<file path="src/rtl/adder_pipe.sv">
`default_nettype none
// ============================================================================
//  Module      : adder_pipe
//  Description : WIDTH-bit adder with carry-in, with the carry chain split into
//                STAGES registered segments of CW = WIDTH/STAGES bits each.
//                Valid/ready on both sides. A stalled output freezes the whole
//                pipe. Bubbles travel down the pipe like data.
//
//  Parameters  : WIDTH  - operand width (sum is WIDTH+1 bits)
//                STAGES - pipeline depth, 1 <= STAGES <= WIDTH, WIDTH%STAGES==0
//
//  Ports       : clk, rst_n (async active-low)
//                in_valid / in_ready   - operand beat handshake
//                a, b, cin             - operands and carry-in
//                out_valid / out_ready - result handshake
//                out_sum               - a + b + cin, MSB is the carry-out
//
//  Build option: ADDER_PIPE_SUB_EN adds input 'sub'. With sub=1 the block
//                computes a - b - cin as a + ~b + (1 - cin); out_sum[WIDTH]=1
//                then means "no borrow". Without the macro the block adds only.
//
//  Revision    : 1.0 - initial parametrised release
// ============================================================================
module adder_pipe #(
    parameter int WIDTH  = 8,
    parameter int STAGES = 2
) (
    input  logic             clk,
    input  logic             rst_n,
    input  logic             in_valid,
    output logic             in_ready,
    input  logic [WIDTH-1:0] a,
    input  logic [WIDTH-1:0] b,
    input  logic             cin,
`ifdef ADDER_PIPE_SUB_EN
    input  logic             sub,
`endif
    output logic             out_valid,
    input  logic             out_ready,
    output logic [WIDTH:0]   out_sum
);

    localparam int CW   = WIDTH / STAGES;
    localparam int LAST = STAGES - 1;

    if (STAGES < 1 || STAGES > WIDTH || (WIDTH % STAGES) != 0) begin : g_param_check
        $error("adder_pipe: STAGES must be in 1..WIDTH and divide WIDTH");
    end

    // Single global advance enable: the pipe moves as one shift register.
    // in_ready depends only on pipeline state and out_ready, never on in_valid.
    logic w_adv;
    assign w_adv    = rst_n && (!out_valid || out_ready);
    assign in_ready = w_adv;

    // ------------------------------------------------------------------------
    // Stage k handles operand chunk k. Its registers hold:
    //   r_vld   - beat valid
    //   r_cy    - carry out of chunk k
    //   r_sum   - result bits 0 .. (k+1)*CW-1
    //   g_fwd   - operand bits not yet consumed (only if any remain)
    // The forwarded operands shrink by CW bits per stage so every stored bit
    // is consumed downstream.
    // ------------------------------------------------------------------------
    for (genvar k = 0; k < STAGES; k++) begin : g_stage
        localparam int SW  = (k + 1) * CW;
        localparam int REM = WIDTH - SW;

        logic          r_vld;
        logic          r_cy;
        logic [SW-1:0] r_sum;

        logic          w_vld_in;
        logic          w_cy_in;
        logic [CW-1:0] w_a_chunk;
        logic [CW-1:0] w_b_chunk;
        logic [CW-1:0] w_b_eff;
        logic [CW:0]   w_add;
        logic [SW-1:0] w_sum_nxt;
`ifdef ADDER_PIPE_SUB_EN
        logic          w_sub_in;
`endif

        if (k == 0) begin : g_src
            assign w_vld_in  = in_valid;
            assign w_a_chunk = a[CW-1:0];
            assign w_b_chunk = b[CW-1:0];
`ifdef ADDER_PIPE_SUB_EN
            assign w_sub_in  = sub;
            // Subtract: carry-in of the chain is (1 - cin).
            assign w_cy_in   = cin ^ sub;
`else
            assign w_cy_in   = cin;
`endif
            assign w_sum_nxt = w_add[CW-1:0];
        end else begin : g_src
            assign w_vld_in  = g_stage[k-1].r_vld;
            assign w_cy_in   = g_stage[k-1].r_cy;
            assign w_a_chunk = g_stage[k-1].g_fwd.r_a_rem[CW-1:0];
            assign w_b_chunk = g_stage[k-1].g_fwd.r_b_rem[CW-1:0];
`ifdef ADDER_PIPE_SUB_EN
            assign w_sub_in  = g_stage[k-1].g_fwd.r_sub;
`endif
            assign w_sum_nxt = {w_add[CW-1:0], g_stage[k-1].r_sum};
        end

`ifdef ADDER_PIPE_SUB_EN
        assign w_b_eff = w_b_chunk ^ {CW{w_sub_in}};
`else
        assign w_b_eff = w_b_chunk;
`endif

        // The one CW-bit adder of this stage.
        assign w_add = {1'b0, w_a_chunk} + {1'b0, w_b_eff} + {{CW{1'b0}}, w_cy_in};

        always_ff @(posedge clk or negedge rst_n) begin
            if (!rst_n) begin
                r_vld <= 1'b0;
                r_cy  <= 1'b0;
                r_sum <= '0;
            end else if (w_adv) begin
                r_vld <= w_vld_in;
                r_cy  <= w_add[CW];
                r_sum <= w_sum_nxt;
            end
        end

        if (REM > 0) begin : g_fwd
            logic [REM-1:0] r_a_rem;
            logic [REM-1:0] r_b_rem;
            logic [REM-1:0] w_a_rem_in;
            logic [REM-1:0] w_b_rem_in;
`ifdef ADDER_PIPE_SUB_EN
            logic           r_sub;
`endif

            if (k == 0) begin : g_rem_src
                assign w_a_rem_in = a[WIDTH-1:CW];
                assign w_b_rem_in = b[WIDTH-1:CW];
            end else begin : g_rem_src
                assign w_a_rem_in = g_stage[k-1].g_fwd.r_a_rem[REM+CW-1:CW];
                assign w_b_rem_in = g_stage[k-1].g_fwd.r_b_rem[REM+CW-1:CW];
            end

            always_ff @(posedge clk or negedge rst_n) begin
                if (!rst_n) begin
                    r_a_rem <= '0;
                    r_b_rem <= '0;
`ifdef ADDER_PIPE_SUB_EN
                    r_sub   <= 1'b0;
`endif
                end else if (w_adv) begin
                    r_a_rem <= w_a_rem_in;
                    r_b_rem <= w_b_rem_in;
`ifdef ADDER_PIPE_SUB_EN
                    r_sub   <= w_sub_in;
`endif
                end
            end
        end
    end

    assign out_valid = g_stage[LAST].r_vld;
    assign out_sum   = {g_stage[LAST].r_cy, g_stage[LAST].r_sum};

endmodule
`default_nettype wire

</file>
<file path="config.mk">
export PLATFORM = sky130hd
export DESIGN_NAME = adder_pipe
export DESIGN_NICKNAME = d
export VERILOG_FILES = /design/src/rtl/adder_pipe.sv
export SDC_FILE = /design/constraint.sdc
export NUM_CORES = 1
export LEC_CHECK = 0
export BUFFER_PORTS_ARGS = -buffer_cell sky130_fd_sc_hd__buf_4
export CAP_MARGIN = 10
export CORE_UTILIZATION = 55
export CTS_CLUSTER_SIZE = 8
export DETAILED_ROUTE_END_ITERATION = 12
export PLACE_DENSITY = 0.9
export RECOVER_POWER = 25
export SKIP_CTS_REPAIR_TIMING = 1
export SYNTH_ARGS = -nofsm -noshare
export SYNTH_HDL_FRONTEND = slang
export SYNTH_SLANG_ARGS = --single-unit
</file>
<file path="constraint.sdc">
create_clock -name clk -period 2.2 [get_ports clk]
set_input_delay 0 -clock clk [delete_from_list [all_inputs] [get_ports clk]]
set_output_delay 0 -clock clk [all_outputs]
set_load 0.02 [all_outputs]
</file>
-- Word level (Yosys, flattened, before mapping)
Cells that the tools add are included.
- $add $sub $neg: 4
- reduce and logical (&&, ||, !) cells: 3
- operator list (cell ; count):
    4-bit by 4-bit adder with 5-bit output ; 2
    5-bit by 1-bit adder with 5-bit output ; 2
    1-bit logical AND ; 1
    1-bit logical NOT ; 1
    1-bit logical OR ; 1
- register bits after elaboration: 24
- input port bits: 21
- output and inout port bits: 11
- word-level logic and storage cells: 15

-- Depth between registers and ports, before layout
- word-level depth: 3
- gate-level depth with buffers: 6
- gate-level depth less buffers: 6

-- Worst setup path after synthesis
OpenSTA, ideal clock, no wires.
- kind: register -> register
- from: reg g_stage[0].r_cy
- to: reg g_stage[1].r_sum[5]
- library setup time: 0.083 ns
- arrival time: 1.406 ns
- setup slack: 0.711 ns
- cell stages (with the launch flop): 5
- period minus slack after synthesis: 1.489 ns
- cells stage by stage: dfrtp_1 fa_1 inv_1 fa_1 o21ai_0
- word-level cells in the longest chain between the ends: 1
- RTL lines (what ; line ; source):
    start, declared ; 70 ; logic r_cy;
    start signal, assigned ; 123 ; r_cy <= w_add[CW];
    5-bit by 1-bit adder with 5-bit output ; 114 ; assign w_add = {1'b0, w_a_chunk} + {1'b0, w_b_eff} + {{CW{1'b0}}, w_cy_in};
    end signal, assigned ; 124 ; r_sum <= w_sum_nxt;
    end, declared ; 71 ; logic [SW-1:0] r_sum;
Every way passes these cells.
A chain may end at the register's enable or synchronous reset.

-- Worst setup path in the final report
Same ends and word-level chain as after synthesis.

==> qor.txt <==
DRC viols = 0
Total GRT Usage = 0.228
Antenna-violating nets left = 0
DPL Wire Length = 1.88 mm
Post-Place Cell Area = 0.00148 mm2
Filler instances = 140
Crit path launch type = register
TritonCTS Buffers = 3
# clock sinks = 24
Worst IR Drop VDD = 698 uV
Fin Setup TNS = 0 ns
Post-Synthesis Cells = 95
# IOs = 32
Clock Skews = 0.00484 ns
Post-synth ARST share = 1.00
Top-count cell post-synth = dfrtp_1
Critical path fanouts, max = 2
Clk root buf = clkbuf_4
Worst-case clock buffer depth = 2
Initial antenna violation count = 0
Worst-Margin Slew = 0.366 ns
Register area share after synthesis = 0.483
Maxcap violations = 0
RSZ-0062 raised after global routing = no
Hold slack = 0.0765 ns
Ys flop type = dfrtp_1
Worst reg-to-reg path cell count = 4
Crit path arrival time = 1.84 ns
Finished Cell Area = 0.00161 mm2
Relative slew slack = 0.756
Final #Nets = 170
Fmax = 625 MHz
Routed WL per cell = 15.6 um
Via density per instance = 5.38
Max-slew violations = 0
Kind of critical path = register to register
Status = complete, no violations
Power per cell area = 1060 mW/mm2
Distinct cells, synth = 20
H-tree levels = 1
Avg Cell Area, Syn = 13.1 um2
Largest net degree at the start of global routing = 29
Worst setup EP type = register
First DRT Iteration DRCs = 8
Initial core utilization = 0.609
HP Class = primary input to register
Fin. Hold Viols = 0
Total length of routed wires = 2.56 mm
Number of port buffers = 31
N_diodes = 0
Largest cells by area after synthesis = dfrtp_1 48%, mux2_4 8.5%, mux2_2 8.1%, fa_1 6.4%, ha_1 6.0%
Final setup fails = 0
Post-synth EDFFs = 0
Minimum clock period = 1.60 ns
Setup WS post-layout = 0.599 ns
Post-Syn Area = 0.00124 mm2
Synth Register Bits = 24
Period utilisation layout = 0.728
Vias in the first global route = 913
Worst Path Required = 2.44 ns
DR vias = 882
Cell row count = 16
Setup WS pre-CTS = 0.624 ns
Core ar. = 0.00204 mm2
Final RePlAce weighted congestion = 0.740
Clock transition at path regs = 0.12 ns
CTS tree = built
Net Count, Synth = 126
WHS Path Cells = 3
Clk_lat worst skew = 0.31 ns
First-pass GRT wire length = 4.08 mm
Synth top area share = 0.483
Most frequent cells after synthesis = 24 x dfrtp_1, 12 x o21ai_0, 9 x inv_1, 9 x mux2_2, 7 x mux2_4
Area leader, netlist = dfrtp_1
Synth warn = 0
Die W = 49.6 um
TritonRoute pass-1 iters = 4
Syn-to-layout area delta = 29.1%
Leak = 0.779 nW
Total gr overflow = 0
Share of layout cells above drive strength 1 = 0.387
Die Ht = 49.6 um
DIE AREA = 0.00246 mm2
metrics by stage:
stage	total power, mW	instances	utilization
after floorplan	1.22	95	-
after global placement	1.45	151	0.726
after detailed placement	1.51	151	0.726
after CTS	1.69	154	0.737
after global routing	1.82	164	0.786
final	1.70	164	0.786
cell usage in the layout, fill, tap and decap left out:
master | synthesis | routed
dlygate4sd3_1 | 0 | 10
a31oi_1 | 2 | 2
a21boi_0 | 2 | 2
inv_6 | 1 | 1
nand3_1 | 2 | 2
inv_1 | 9 | 9
dfrtp_1 | 24 | 24
buf_4 | 1 | 31
o21ai_0 | 12 | 12
nand2b_4 | 1 | 1
a21oi_1 | 4 | 4
o31ai_1 | 2 | 2
mux2_4 | 7 | 7
nor2b_1 | 3 | 3
nand2_4 | 1 | 1
mux2_2 | 9 | 9
ha_1 | 6 | 6
xor2_1 | 2 | 2
clkbuf_4 | 0 | 3
fa_1 | 4 | 4
and3b_1 | 2 | 2
worst max-delay path, stage by stage, from the launching register on:
cell and delay (ns):
dfrtp_1 0.43, fa_1 0.47, inv_1 0.08, fa_1 0.39, o21ai_0 0.16
final timing paths:
kind	from	to	slack [ns]
max	g_stage[0].r_cy	g_stage[1].r_sum[5]	0.60
min reg2reg	g_stage[0].r_sum[2]	g_stage[1].r_sum[2]	0.52
max reg2reg	g_stage[0].r_cy	g_stage[1].r_sum[5]	0.60
min	cin	g_stage[0].r_sum[0]	0.08
min in group asynchronous	rst_n	g_stage[0].r_vld	0.13
max in group asynchronous	rst_n	g_stage[0].g_fwd.r_a_rem[0]	1.81
routing by layer:
metal | part of all wire | GRT usage | routed length [um] | up-vias
met5 | 0 | 0 | 0 | -
met4 | 0.027 | 0.119 | 70 | 0
met3 | 0.036 | 0.0278 | 91 | 8
met2 | 0.52 | 0.403 | 1320 | 35
met1 | 0.42 | 0.268 | 1080 | 426
li1 | - | - | - | 413
where the power goes:
part	internal, mW	leakage (nW)	switching (mW)	total [mW]
Combinational	0.402	0.481	0.393	0.795
Sequential	0.609	0.284	0.120	0.729
Clock	0.0640	0.0138	0.116	0.180
flip-flops by register name, summed over array words and instances (netlist names):
signal / count
g_stage.r_sum: 12
g_stage.r_cy: 2
g_stage.g_fwd.r_a_rem: 4
g_stage.g_fwd.r_b_rem: 4
out_valid: 1
g_stage.r_vld: 1
kinds of logic after synthesis:
family / count (synthesis) / synth area share
muxes: 16 / 0.166
DFF: 24 / 0.483
adders and majority gates: 10 / 0.125
and+or+nand+nor: 9 / 0.0573
AOI/OAI and AO/OA: 22 / 0.0986
buffers and inverters: 12 / 0.0563
xor gates and xnor gates: 2 / 0.0141
area by class of cell:
class | count | area, um2 | area share
flip-flops and latches | 24 | 601 | 0.374
repair buffers | 41 | 333 | 0.207
well taps | 27 | 33.8 | 0.0210
clock buffers | 3 | 22.5 | 0.0140
multi-input cells | 59 | 573 | 0.357
inverters | 10 | 42.5 | 0.0265
Note: power is estimated with default switching activity, not from simulation.
